## src/rtl/add_arb_pkg.sv

```systemverilog
// Shared constants and output-state encoding for the two-requester adder arbiter.
package add_arb_pkg;

  localparam int WIDTH_DEF = 64;
  localparam int NUM_REQ   = 2;

  typedef enum logic {
    IDLE = 1'b0,
    HOLD = 1'b1
  } state_t;

endpackage

```

## src/rtl/add_core.sv

```systemverilog
// Combinational WIDTH-bit adder with carry-in and carry-out.
module add_core #(
  parameter int WIDTH = 64
) (
  input  logic [WIDTH-1:0] a,
  input  logic [WIDTH-1:0] b,
  input  logic             cin,
  output logic [WIDTH-1:0] sum,
  output logic             cout
);

  assign {cout, sum} = {1'b0, a} + {1'b0, b} + {{WIDTH{1'b0}}, cin};

endmodule

```

## src/rtl/add_arb_2ch.sv

```systemverilog
// Two requesters share one adder through a round-robin grant; a single result
// register holds each sum until the consumer takes it.
module add_arb_2ch
  import add_arb_pkg::*;
#(
  parameter int WIDTH = WIDTH_DEF
) (
  input  logic             clk,
  input  logic             rst,
  input  logic             req0_valid,
  output logic             req0_ready,
  input  logic [WIDTH-1:0] req0_a,
  input  logic [WIDTH-1:0] req0_b,
  input  logic             req0_cin,
  input  logic             req0_chain,
  input  logic             req1_valid,
  output logic             req1_ready,
  input  logic [WIDTH-1:0] req1_a,
  input  logic [WIDTH-1:0] req1_b,
  input  logic             req1_cin,
  input  logic             req1_chain,
  output logic             rsp_valid,
  input  logic             rsp_ready,
  output logic             rsp_id,
  output logic [WIDTH-1:0] rsp_sum,
  output logic             rsp_cout
);

  state_t           state_reg, state_next;
  logic             last_grant_reg;
  logic             carry_reg [NUM_REQ];
  logic             can_accept, grant, accept;
  logic [WIDTH-1:0] op_a, op_b, sum_w;
  logic             op_cin, cout_w;

  // Ties go to whichever requester was not served last.
  always_comb begin
    grant = 1'b0;
    if (req0_valid && req1_valid) grant = ~last_grant_reg;
    else if (req1_valid)          grant = 1'b1;
  end

  assign can_accept = !rst && ((state_reg == IDLE) || rsp_ready);
  assign req0_ready = can_accept && (grant == 1'b0) && req0_valid;
  assign req1_ready = can_accept && (grant == 1'b1) && req1_valid;
  assign accept     = req0_ready || req1_ready;

  always_comb begin
    op_a   = req0_a;
    op_b   = req0_b;
    op_cin = req0_chain ? carry_reg[0] : req0_cin;
    if (grant) begin
      op_a   = req1_a;
      op_b   = req1_b;
      op_cin = req1_chain ? carry_reg[1] : req1_cin;
    end
  end

  add_core #(.WIDTH(WIDTH)) u_core (
    .a    (op_a),
    .b    (op_b),
    .cin  (op_cin),
    .sum  (sum_w),
    .cout (cout_w)
  );

  always_comb begin
    state_next = state_reg;
    if (accept)         state_next = HOLD;
    else if (rsp_ready) state_next = IDLE;
  end

  always_ff @(posedge clk or posedge rst) begin
    if (rst) state_reg <= IDLE;
    else     state_reg <= state_next;
  end

  assign rsp_valid = (state_reg == HOLD);

  always_ff @(posedge clk or posedge rst) begin
    if (rst) begin
      rsp_sum        <= '0;
      rsp_cout       <= 1'b0;
      rsp_id         <= 1'b0;
      last_grant_reg <= 1'b1;
    end else if (accept) begin
      rsp_sum        <= sum_w;
      rsp_cout       <= cout_w;
      rsp_id         <= grant;
      last_grant_reg <= grant;
    end
  end

  // Each requester's saved carry only moves when that requester is accepted.
  for (genvar gi = 0; gi < NUM_REQ; gi++) begin : g_carry
    always_ff @(posedge clk or posedge rst) begin
      if (rst)                                   carry_reg[gi] <= 1'b0;
      else if (accept && (grant == gi[0]))       carry_reg[gi] <= cout_w;
    end
  end

endmodule

```

## config.mk

```make
export PLATFORM = sky130hd
export DESIGN_NAME = add_arb_2ch
export DESIGN_NICKNAME = d
export VERILOG_FILES = /design/src/rtl/add_arb_pkg.sv /design/src/rtl/add_core.sv /design/src/rtl/add_arb_2ch.sv
export SDC_FILE = /design/constraint.sdc
export NUM_CORES = 1
export LEC_CHECK = 0
export ABC_CLOCK_PERIOD_IN_PS = 4300
export BUFFER_PORTS_ARGS = -buffer_cell sky130_fd_sc_hd__clkbuf_2
export CAP_MARGIN = 40
export CORE_MARGIN = 1
export CORE_UTILIZATION = 35
export DETAILED_ROUTE_END_ITERATION = 7
export GPL_ROUTABILITY_DRIVEN = 0
export GPL_TIMING_DRIVEN = 1
export PLACE_DENSITY = 0.6
export SYNTH_ARGS = -nofsm -noshare
export SYNTH_HDL_FRONTEND = slang
export SYNTH_SLANG_ARGS = --single-unit
```

## constraint.sdc

```tcl
create_clock -name clk -period 4.3 [get_ports clk]
set_input_delay 0.645 -clock clk [delete_from_list [all_inputs] [get_ports clk]]
set_output_delay 0.645 -clock clk [all_outputs]
set_load 0.005 [all_outputs]
```

### After elaboration in Yosys (flattened, before gate mapping)

Cells that the tools add are included.

| word-level totals | value |
|---|---|
| register bits | 70 |
| input port bits | 265 |
| word-level logic and storage cells | 33 |

| operators by class | value |
|---|---|
| reduce and logical (&&, ||, !) cells | 12 |
| bitwise operators | 3 |
| add/subtract/negate cells | 2 |
| muxes and demuxes | 9 |

Operators by type and width:

| operator | count |
|---|---|
| $mux 64 | 2 |
| $add 64x64->65 | 1 |
| $add 65x1->65 | 1 |
| $logic_and 1x1->1 | 8 |
| $mux 1 | 7 |
| $not 1->1 | 3 |
| $logic_or 1x1->1 | 2 |
| $reduce_bool 2->1 | 1 |
| $logic_not 1->1 | 1 |

### Longest topological paths before layout

| depth | value |
|---|---|
| depth in word-level cells | 7 |
| depth in mapped cells | 16 |

### Cells and area by module

Synthesis repeated with hierarchy kept, for this count alone.

| unflattened totals | value |
|---|---|
| cell total of the unflattened synthesis | 871 |
| area, all modules | 8111.5 sq um |

By module, submodules not included:

| module | times used | area an instance (sq um) | cells each | seq. area each (sq um) |
|---|---|---|---|---|
| add_arb_2ch | 1 | 4286.6 | 304 | 1752.9 |
| add_core | 1 | 3824.9 | 567 | 0.0 |

### Worst setup path before layout

OpenSTA, ideal clock, no wires.

| path | value |
|---|---|
| kind | input to register |
| from | input req1_valid |
| to | register rsp_sum[63] |
| path slack | -0.026 ns |
| setup time | 0.139 ns |
| required time | 4.161 ns |
| stages | 14 |
| path buffers | 2 |
| arrival | 4.187 ns |
| cell sequence | a21boi_1 -> clkbuf_1 -> clkbuf_1 -> mux2_2 -> ha_1 -> nor2b_1 -> o31a_1 -> a211oi_4 -> a311oi_4 -> o311a_4 -> o21ai_4 -> a211oi_1 -> o311ai_0 -> nand3_1 |

| between the ends | value |
|---|---|
| cells in the longest elaborated chain, start to end | 6 |
| elaborated cells between the ends (all ways) | 14 |
| those cells by class | 2 x add/sub; 5 x mux; 1 x bitwise; 6 x reduce/logical |

Ends and longest elaborated chain:

| item | RTL line | RTL |
|---|---|---|
| from (decl) | add_arb_2ch.sv:16 | `input logic req1_valid,` |
| parallel branches: the longest is 6 deep, another holds $add 64x64->65 | -- |  |
| to (signal assigned) | add_arb_2ch.sv:87 | `rsp_sum <= sum_w;` |
| to (decl) | add_arb_2ch.sv:25 | `output logic [WIDTH-1:0] rsp_sum,` |

Several ways; the timed one is not identified.
A chain may end at the register's enable or synchronous reset.

### Final worst setup path

| path | value |
|---|---|
| from | input req0_valid |
| to | register rsp_sum[54] |

| between the ends | value |
|---|---|
| cells in the longest elaborated chain, start to end | 6 |
| elaborated cells between the ends (all ways) | 13 |
| those cells by class | 2 x add/sub; 4 x mux; 1 x bitwise; 6 x reduce/logical |

Ends and longest elaborated chain:

| item | RTL line | RTL |
|---|---|---|
| from (decl) | add_arb_2ch.sv:10 | `input logic req0_valid,` |
| parallel branches: the longest is 6 deep, another holds $add 64x64->65 | -- |  |

Several ways; the timed one is not identified.

==> impl_metrics.env <==
export IMPL_status="finished, final reports clean"
export IMPL_comb_power_share=0.580
export IMPL_rsz0062_at_grt="no"
export IMPL_max_cap_violations=0
export IMPL_vdd_ir_drop_max_mv=0.183
export IMPL_synth_ff_type="dfrtp_1"
export IMPL_min_path_type="input port to async pin"
export IMPL_layout_drive_gt1_share=0.436
export IMPL_netlist_area_um2=8180
export IMPL_clk_transition_reported_paths_ns=0.06
export IMPL_r2r_end="rsp_sum[54]$_DFFE_PP0N_"
export IMPL_final_cells=1693
export IMPL_p_leak_nw=5.44
export IMPL_yosys_cell_types_count=71
export IMPL_num_vias=8757
export IMPL_power_density_nw_per_um2=390
export IMPL_ys_warn_count=0
export IMPL_fin_ws_ns=0.213
export IMPL_postCtsHoldBufs=0
export IMPL_chipHeight_um=155
export IMPL_core_um2=22800
export IMPL_ant_nets=0
export IMPL_synth_edf_count=0
export IMPL_routed_via_density=5.17
export IMPL_dr_pass1_iters=5
export IMPL_swShare=0.406
export IMPL_cp_max_fo=32
export IMPL_r2r_cells=15
export IMPL_power_total_mw=4.33
export IMPL_min_period_ns=4.09
export IMPL_path_class="input port to flip-flop"
export IMPL_wl_um=26900
export IMPL_maxSlewHeadroom=0.537
export IMPL_grt_overflow_total=0
export IMPL_nFillCells=2228
export IMPL_largest_reg_flops=64
export IMPL_die_w_um=155
export IMPL_p_seq_frac=0.247
export IMPL_post_dp_cell_area_um2=10800
export IMPL_syn_to_final_growth_pct=35.6
export IMPL_synth_avg_cell_area_um2=8.21
export IMPL_post_cts_buffers=0
export IMPL_syn_inst=997
export IMPL_ys_seq_area_frac=0.214
export IMPL_report_final_slew_viol_count=0
export IMPL_max_freq_ghz=0.245
export IMPL_grt_pass1_vias=8349
export IMPL_cts_tree="built"
export IMPL_end_kind="flip-flop"
export IMPL_r2r_start="last_grant_reg$_DFFE_PP1N_"
export IMPL_internal_power_mw=2.57
export IMPL_dieArea_um2=24000
export IMPL_drc_errors=0
export IMPL_grt_max_degree=80
export IMPL_ys_ff_latch=70
export IMPL_skew_ns=0.00556
export IMPL_port_buffers=333
export IMPL_wire_per_inst_um=15.9
export IMPL_placed_cells=1679
export IMPL_p_switching_mw=1.76
export IMPL_p_clk_frac=0.173
export IMPL_cts_sinks=70
export IMPL_setup_violations_final=0
export IMPL_pin_count=334
export IMPL_antenna_found_initial=0
export IMPL_clk_latency_ns=0.34
export IMPL_dpl_hpwl_um=22500
export IMPL_worst_slew_pin_slew_ns=0.695
export IMPL_reg2reg_slack_ns=0.25
export IMPL_rows=55
export IMPL_fin_area_um2=11100
export IMPL_ys_async_sr_fraction=1.00
export IMPL_syn_nets=1327
export IMPL_nets=1707
export IMPL_period_share=0.950
export IMPL_cts_buffer_depth=2
export IMPL_grt_use_total=0.223
export IMPL_root_buffer="clkbuf_16"
export IMPL_cts_buffers=9
export IMPL_insertedDiodeCount=0
export IMPL_grt_pass1_wl_um=42500
export IMPL_arrival_ns=4.29
export IMPL_first_iter_violations=311
export IMPL_whs_ns=0.295
export IMPL_utilization=0.487
export IMPL_cp_start_kind="input port"
export IMPL_htree_levels=3
export IMPL_pre_cts_slack_ns=-0.232
export IMPL_initial_core_util=0.359
export IMPL_fin_setup_tns_ns=0
export IMPL_cp_required_ns=4.50
export IMPL_finalHoldViolCount=0
export IMPL_ctsResizeCount=0
==> cells in the mapped netlist (6+ instances only) <==
master	count	area (um^2)
nand2b_1	8	50.1
xor2_1	21	184
or3_1	8	50.1
a211oi_1	9	67.6
o21ai_0	93	465
ha_1	63	788
a21oi_1	87	435
nand3_1	23	115
o31ai_1	13	97.6
dfrtp_1	69	1730
xnor2_1	25	219
nand2_1	122	458
nor3_1	14	70.1
o21a_1	13	97.6
inv_1	13	48.8
nand4_1	33	206
clkbuf_1	58	218
a21o_1	39	293
mux2_2	131	1480
nor2_1	46	173
o21bai_1	12	90.1
nor2b_1	6	37.5
==> placed cells by master, fill, tap and decap left out, types with 6 or more instances in the layout <==
master | synthesis | routed
a211oi_1 | 9 | 9
xor2_1 | 21 | 21
clkbuf_16 | 0 | 9
mux2_2 | 131 | 131
nand3_1 | 23 | 23
nor2_1 | 46 | 46
inv_1 | 13 | 12
a21o_1 | 39 | 39
o21bai_1 | 12 | 12
clkbuf_2 | 0 | 333
o21ai_0 | 93 | 92
xnor2_1 | 25 | 25
buf_4 | 0 | 97
nor3_1 | 14 | 14
o31ai_1 | 13 | 13
nand4_1 | 33 | 33
dfrtp_1 | 69 | 69
or3_1 | 8 | 8
o21a_1 | 13 | 13
ha_1 | 63 | 63
nand2b_1 | 8 | 8
nor2b_1 | 6 | 6
nand2_1 | 122 | 122
a21oi_1 | 87 | 87
==> area by class of cell <==
cell class	count	area, um^2	area share
multi-input cells	850	6160	0.555
clock buffers	14	294	0.0265
repair buffers	433	2450	0.220
well taps	313	392	0.0353
flip-flops and latches	70	1750	0.158
inverters	13	50.0	0.00451
==> power groups by stage <==
stage | clock [mW] | sequential [mW] | combinational (mW)
floorplan | 0 | 1.07 | 1.47
global placement | 0 | 1.08 | 2.50
detailed placement | 0 | 1.08 | 2.52
CTS | 0.766 | 1.08 | 2.53
global route | 0.793 | 1.11 | 2.79
finish | 0.748 | 1.07 | 2.51
==> critical path, cell delays in order <==
cell      delay [ns]
clkbuf_2        0.11
a21boi_4        0.28
buf_12          0.23
buf_4           0.20
mux2_2          0.35
ha_1            0.38
a21oi_1         0.19
o21ai_0         0.13
or2_2           0.34
o21ai_0         0.34
a21o_1          0.18
o21ai_1         0.18
o21ai_2         0.26
buf_4           0.17
xor2_1          0.18
o21ai_0         0.09
==> routing by layer <==
layer  wire length (um)  GRT usage  up-vias
li1                   -          -     4458
met1              11600      0.279     3948
met2              13200      0.396      325
met3               1540     0.0331       26
met4                511     0.0646        0
met5                  0          0        -
==> worst max-delay path by stage <==
stage / depth (start not counted) / slack (ns) / endpoint / startpoint
after global placement: 16 / -0.15 / rsp_sum[54]$_DFFE_PP0N_ / req0_valid
after CTS: 16 / 0.11 / rsp_sum[54]$_DFFE_PP0N_ / req0_valid
final: 16 / 0.21 / rsp_sum[54]$_DFFE_PP0N_ / req0_valid
after detailed placement: 16 / -0.23 / rsp_sum[54]$_DFFE_PP0N_ / req0_valid
after floorplan: 14 / 0.08 / rsp_sum[62]$_DFFE_PP0N_ / req1_valid
after global routing: 16 / 0.05 / rsp_sum[54]$_DFFE_PP0N_ / req1_valid
==> cell families (layout without fill, tap and decap cells) <==
kind of cell               count (synthesis)  in the layout  synth area share
AOI/OAI and AO/OA                        315            315             0.245
DFF                                       70             70             0.214
and+or+nand+nor                          288            288             0.168
buffers and inverters                     77            460            0.0359
adders and majority gates                 65             65             0.101
xor gates and xnor gates                  46             46            0.0492
muxes                                    136            136             0.186
No activity file was read; power rests on OpenSTA's default activity.
